[src/rtl/reg_file_wb.sv]
// ---------------------------------------------------------------------------
// reg_file_wb
// Write-back register file: 32 x XLEN integer registers with x0 hard-wired to
// zero. It commits the W-stage result when RegWEn is set, serves two
// combinational operand read ports to the D stage, exposes a debug read port
// and counts committed writes since reset.
//
// Optional feature macro: REGFILE_BYPASS_EN
//   defined   : write-before-read. A same-cycle write is forwarded to rs1/rs2.
//   undefined : rs1/rs2 return the pre-edge value. W->D forwarding is external.
//
// Ports
//   clk       in   1      rising-edge clock
//   rst_n     in   1      asynchronous active-low reset (clears x1..x31, wr_count)
//   RegWEn    in   1      commit wb_data to rd_addr at the next rising edge
//   rd_addr   in   AW     destination register (W-stage inst[11:7])
//   wb_data   in   XLEN   write-back data
//   rs1_addr  in   AW     read port 1 address (D-stage inst[19:15])
//   rs2_addr  in   AW     read port 2 address (D-stage inst[24:20])
//   rs1_data  out  XLEN   read port 1 data (combinational)
//   rs2_data  out  XLEN   read port 2 data (combinational)
//   dbg_addr  in   AW     debug read address
//   dbg_data  out  XLEN   debug read data (combinational, never bypassed)
//   wr_count  out  CNT_W  committed writes since reset, wraps silently
//
// NREGS is expected to be a power of two so every address selects a register.
// ---------------------------------------------------------------------------
module reg_file_wb #(
  parameter int unsigned XLEN  = 32,
  parameter int unsigned NREGS = 32,
  parameter int unsigned CNT_W = 32,
  localparam int unsigned AW   = $clog2(NREGS)
) (
  input  logic             clk,
  input  logic             rst_n,
  input  logic             RegWEn,
  input  logic [AW-1:0]    rd_addr,
  input  logic [XLEN-1:0]  wb_data,
  input  logic [AW-1:0]    rs1_addr,
  input  logic [AW-1:0]    rs2_addr,
  output logic [XLEN-1:0]  rs1_data,
  output logic [XLEN-1:0]  rs2_data,
  input  logic [AW-1:0]    dbg_addr,
  output logic [XLEN-1:0]  dbg_data,
  output logic [CNT_W-1:0] wr_count
);

  // x0 has no storage; only x1..x(NREGS-1) are real flops.
  logic [XLEN-1:0] regs [1:NREGS-1];

  logic            wrEn;
  logic [XLEN-1:0] rs1Stored;
  logic [XLEN-1:0] rs2Stored;

  // A write to x0 is discarded and is not counted as a commit.
  assign wrEn = RegWEn && (rd_addr != '0);

  // Register array: async clear, one write per edge.
  always_ff @(posedge clk or negedge rst_n) begin
    if (!rst_n) begin
      for (int i = 1; i < int'(NREGS); i++) begin
        regs[i] <= '0;
      end
    end else if (wrEn) begin
      regs[rd_addr] <= wb_data;
    end
  end

  // Committed-write counter, free-running wrap.
  always_ff @(posedge clk or negedge rst_n) begin
    if (!rst_n) begin
      wr_count <= '0;
    end else if (wrEn) begin
      wr_count <= wr_count + CNT_W'(1);
    end
  end

  // Stored-value lookups with x0 forced to zero.
  always_comb begin
    rs1Stored = '0;
    if (rs1_addr != '0) begin
      rs1Stored = regs[rs1_addr];
    end
  end

  always_comb begin
    rs2Stored = '0;
    if (rs2_addr != '0) begin
      rs2Stored = regs[rs2_addr];
    end
  end

  always_comb begin
    dbg_data = '0;
    if (dbg_addr != '0) begin
      dbg_data = regs[dbg_addr];
    end
  end

`ifdef REGFILE_BYPASS_EN
  // Write-before-read: wrEn already excludes x0, so x0 still reads zero.
  always_comb begin
    rs1_data = rs1Stored;
    if (wrEn && (rs1_addr == rd_addr)) begin
      rs1_data = wb_data;
    end
  end

  always_comb begin
    rs2_data = rs2Stored;
    if (wrEn && (rs2_addr == rd_addr)) begin
      rs2_data = wb_data;
    end
  end
`else
  // Read-before-write: new value appears the cycle after the commit edge.
  assign rs1_data = rs1Stored;
  assign rs2_data = rs2Stored;
`endif

endmodule
[config.mk]
export PLATFORM = sky130hd
export DESIGN_NAME = reg_file_wb
export DESIGN_NICKNAME = d
export VERILOG_FILES = /design/src/rtl/reg_file_wb.sv
export SDC_FILE = /design/constraint.sdc
export NUM_CORES = 2
export LEC_CHECK = 0
export CAP_MARGIN = 25
export CORE_ASPECT_RATIO = 1.25
export CORE_UTILIZATION = 50
export DETAILED_ROUTE_END_ITERATION = 16
export PLACE_DENSITY = 0.74
export SYNTH_ARGS = -nofsm -noshare
export SYNTH_HDL_FRONTEND = slang
export SYNTH_SLANG_ARGS = --single-unit
[constraint.sdc]
create_clock -name clk -period 2.97 [get_ports clk]
set_input_delay 0.594 -clock clk [delete_from_list [all_inputs] [get_ports clk]]
set_output_delay 0.594 -clock clk [all_outputs]
set_load 0.02 [all_outputs]
==> flow_summary.json <==
{
  "wl_um": 222000,
  "violations": "setup timing",
  "synth_edf_count": 0,
  "layout_min_cycle_time_ps": 3310,
  "power.total_w": 0.0479,
  "drtIter0Drc": 5766,
  "ys_seq_area_share_pct": 41.4,
  "grt_usage_pct": 35.2,
  "gr-usage-met1_pct": 45.0,
  "grt_pass1_wl_um": 323000,
  "syn_inst": 4294,
  "busiest_layer": "met2",
  "cap_violations": 0,
  "ys.flop_type": "dfrtp_1",
  "avgViaCountPerCell": 7.17,
  "dp_worst_setup_slack_ps": -668,
  "dp_hpwl_um": 143000,
  "slew_headroom_pct": 29.8,
  "syn_to_final_growth_pct": 25.9,
  "fin_ws_ps": -343,
  "chipHeight_um": 396,
  "rows": 144,
  "grt_use_met2_pct": 51.9,
  "initial_core_util_pct": 50.4,
  "wl_per_cell_um": 33.8,
  "gp_congestion": 0.926,
  "synth_cell_types": 50,
  "fin_skew_ps": 15.1,
  "portBuffers": 182,
  "slew_violations": 0,
  "n_fill_cell": 8617,
  "tightest_slew_ps": 1050,
  "yosysWarnings": 0,
  "finalCoreUtilization_pct": 63.4,
  "finalNonFillerCells": 6572,
  "ant_nets": 0,
  "dieArea_mm2": 0.125,
  "ff_latch_area_mm2": 0.0256,
  "clk_latency_ps": 710,
  "outcome": "finished with violations",
  "crit_type": "flop to output port",
  "worstSetupEndpointType": "output port",
  "vias": 47100,
  "multi_input_area_mm2": 0.0362,
  "rsz0062_at_grt": "true",
  "synth_seq_cells": 1024,
  "power_density_mw_per_mm2": 614,
  "post-route-period-util_pct": 112,
  "synth_area_mm2": 0.0620,
  "dp_cells": 6179,
  "overflow": 0,
  "arrival_ps": 2720,
  "cts_htree_levels": 3,
  "worst_ep_required_time_ps": 2380,
  "clk_path_buf_depth": 3,
  "async_flop_share_pct": 100,
  "clk_pin_slew_worst_paths_ps": 60,
  "hold_class": "primary input to async pin",
  "critical_path.max_fanout": 4,
  "startpoint_type": "flop",
  "io_pins": 183,
  "hold_viol_final": 0,
  "grt_util_met3_pct": 9.90,
  "cts_tree": "done",
  "core_area_mm2": 0.123,
  "final_common_cell": "mux2_2",
  "die_width_um": 317,
  "setup_viol": 63,
  "grt_pass1_vias": 48100,
  "nNetsFinal": 4927,
  "avgSynthCellArea_um2": 14.4,
  "fmax_ghz": 0.302,
  "antenna_found_initial": 8,
  "cts-buffers-inserted": 108,
  "cellLeakagePower_nw": 33.1,
  "synth.net_count": 4350,
  "final_cell_mix": "mux2_2 (1091), dfrtp_1 (1024), mux4_2 (657)",
  "root_buffer": "clkbuf_16",
  "cts.sinks": 1024,
  "drcViolationCount": 0,
  "drive_gt1_share_pct": 62.8,
  "first_pass_iters": 8,
  "grt_max_degree": 101,
  "ir_worst_vdd_mv": 0.637
}
[path summary, 6_finish.rpt]
path	from	endpoint	slack [ps]	cells after the start
worst min-delay path	rst_n	regs[418]	330	2
max in group asynchronous	rst_n	regs[793]	1640	4
worst max-delay path	regs[638]	rs2_data[30]	-340	6
worst max register to register	wr_count[2]	wr_count[31]	610	6
worst min register to register	wr_count[24]	wr_count[24]	500	1
min in group clk	wr_count[24]	wr_count[24]	500	1
[routing by layer]
layer,part of all wire [%],wire [um]
met4,8.0,17700
met5,0.032,72
met2,45,99900
met3,12,26000
met1,35,78400
[worst max-delay path, stage by stage, from the launching register on]
cell and delay, ps:
dfrtp_1 410, mux4_2 470, mux2_4 280, o211ai_1 350
o21ai_1 140, buf_4 180, buf_6 130
[cell type report]
cell class / instances / area share [%]
antenna: 8 / 0.0257
clock buffer: 152 / 3.99
clock inverter: 45 / 0.867
inverter: 4 / 0.0192
multi-input combinational: 2792 / 46.4
sequential: 1024 / 32.8
tap: 1606 / 2.58
timing repair buffer: 941 / 13.3
[cell usage after synthesis, drive strengths merged, types with 2 or more instances]
master,instances,area (um^2)
nor4,3,40.0
a221oi,40,350
nand4,7,43.8
nor3b,6,45.0
xor2,12,105
and3,4,25.0
o22ai,45,282
mux2,1111,12500
dfrtp,1024,25600
a22oi,78,586
nand3,17,90.1
xnor2,19,166
nand2,96,360
o221ai,64,561
and4,3,28.8
a211oi,29,218
and2,4,25.0
nand2b,5,31.3
mux2i,225,2250
clkbuf,272,1020
a31oi,8,50.1
a2111oi,2,17.5
nand3b,6,45.0
a21oi,71,355
or2,2,12.5
o21ai,68,340
or3,2,12.5
nor3,59,295
buf,202,950
mux4,657,14800
nor2b,39,244
nor2,100,375
inv,4,15.0
a2111o,2,22.5
[where the power goes]
part | internal (W) | switching [W] | total (W)
registers | 0.0166 | 0.00283 | 0.0195
clock network | 0.00853 | 0.00608 | 0.0146
logic | 0.00815 | 0.00570 | 0.0138
total | 0.0333 | 0.0146 | 0.0479
[through the flow]
step | setup TNS [ps] | hold slack [ps] | cell area [um^2]
final | -3760 | 327 | 78000
after global routing | -6650 | 368 | 78000
after detailed placement | -49170 | 494 | 70400
after CTS | -4180 | 309 | 76600
after floorplan | 0 | 298 | 62000
after global placement | -48370 | 463 | 70400
[kinds of logic (layout without fill, tap and decap cells)]
logic type	after synthesis	after routing	synth area share [%]
multiplexers	1993	1993	47.7
other	0	8	0
XOR/XNOR	31	31	0.438
flip-flops	1024	1024	41.4
buffers and inverters	478	1142	3.20
AND/OR/NAND/NOR	356	356	2.74
adder cells (fa/ha/maj)	1	1	0.0202
AO/OA/AOI/OAI	411	411	4.54
[state kept, by name, summed over array words and instances (netlist names)]
signal	flops
regs	992
wr_count	32
[timing repair]
| item | CTS | global route |
|---|---|---|
| buffers inserted | 115 | 70 |
| setup endpoints to repair | 96 | 90 |
| pin swaps | 88 | 68 |
| hold buffers | 1 | 0 |
| endpoints found under the hold margin | 25 | 0 |
| gates resized for setup | 796 | 179 |
| gates cloned | 10 | 6 |
Note: power is estimated with default switching activity, not from simulation.
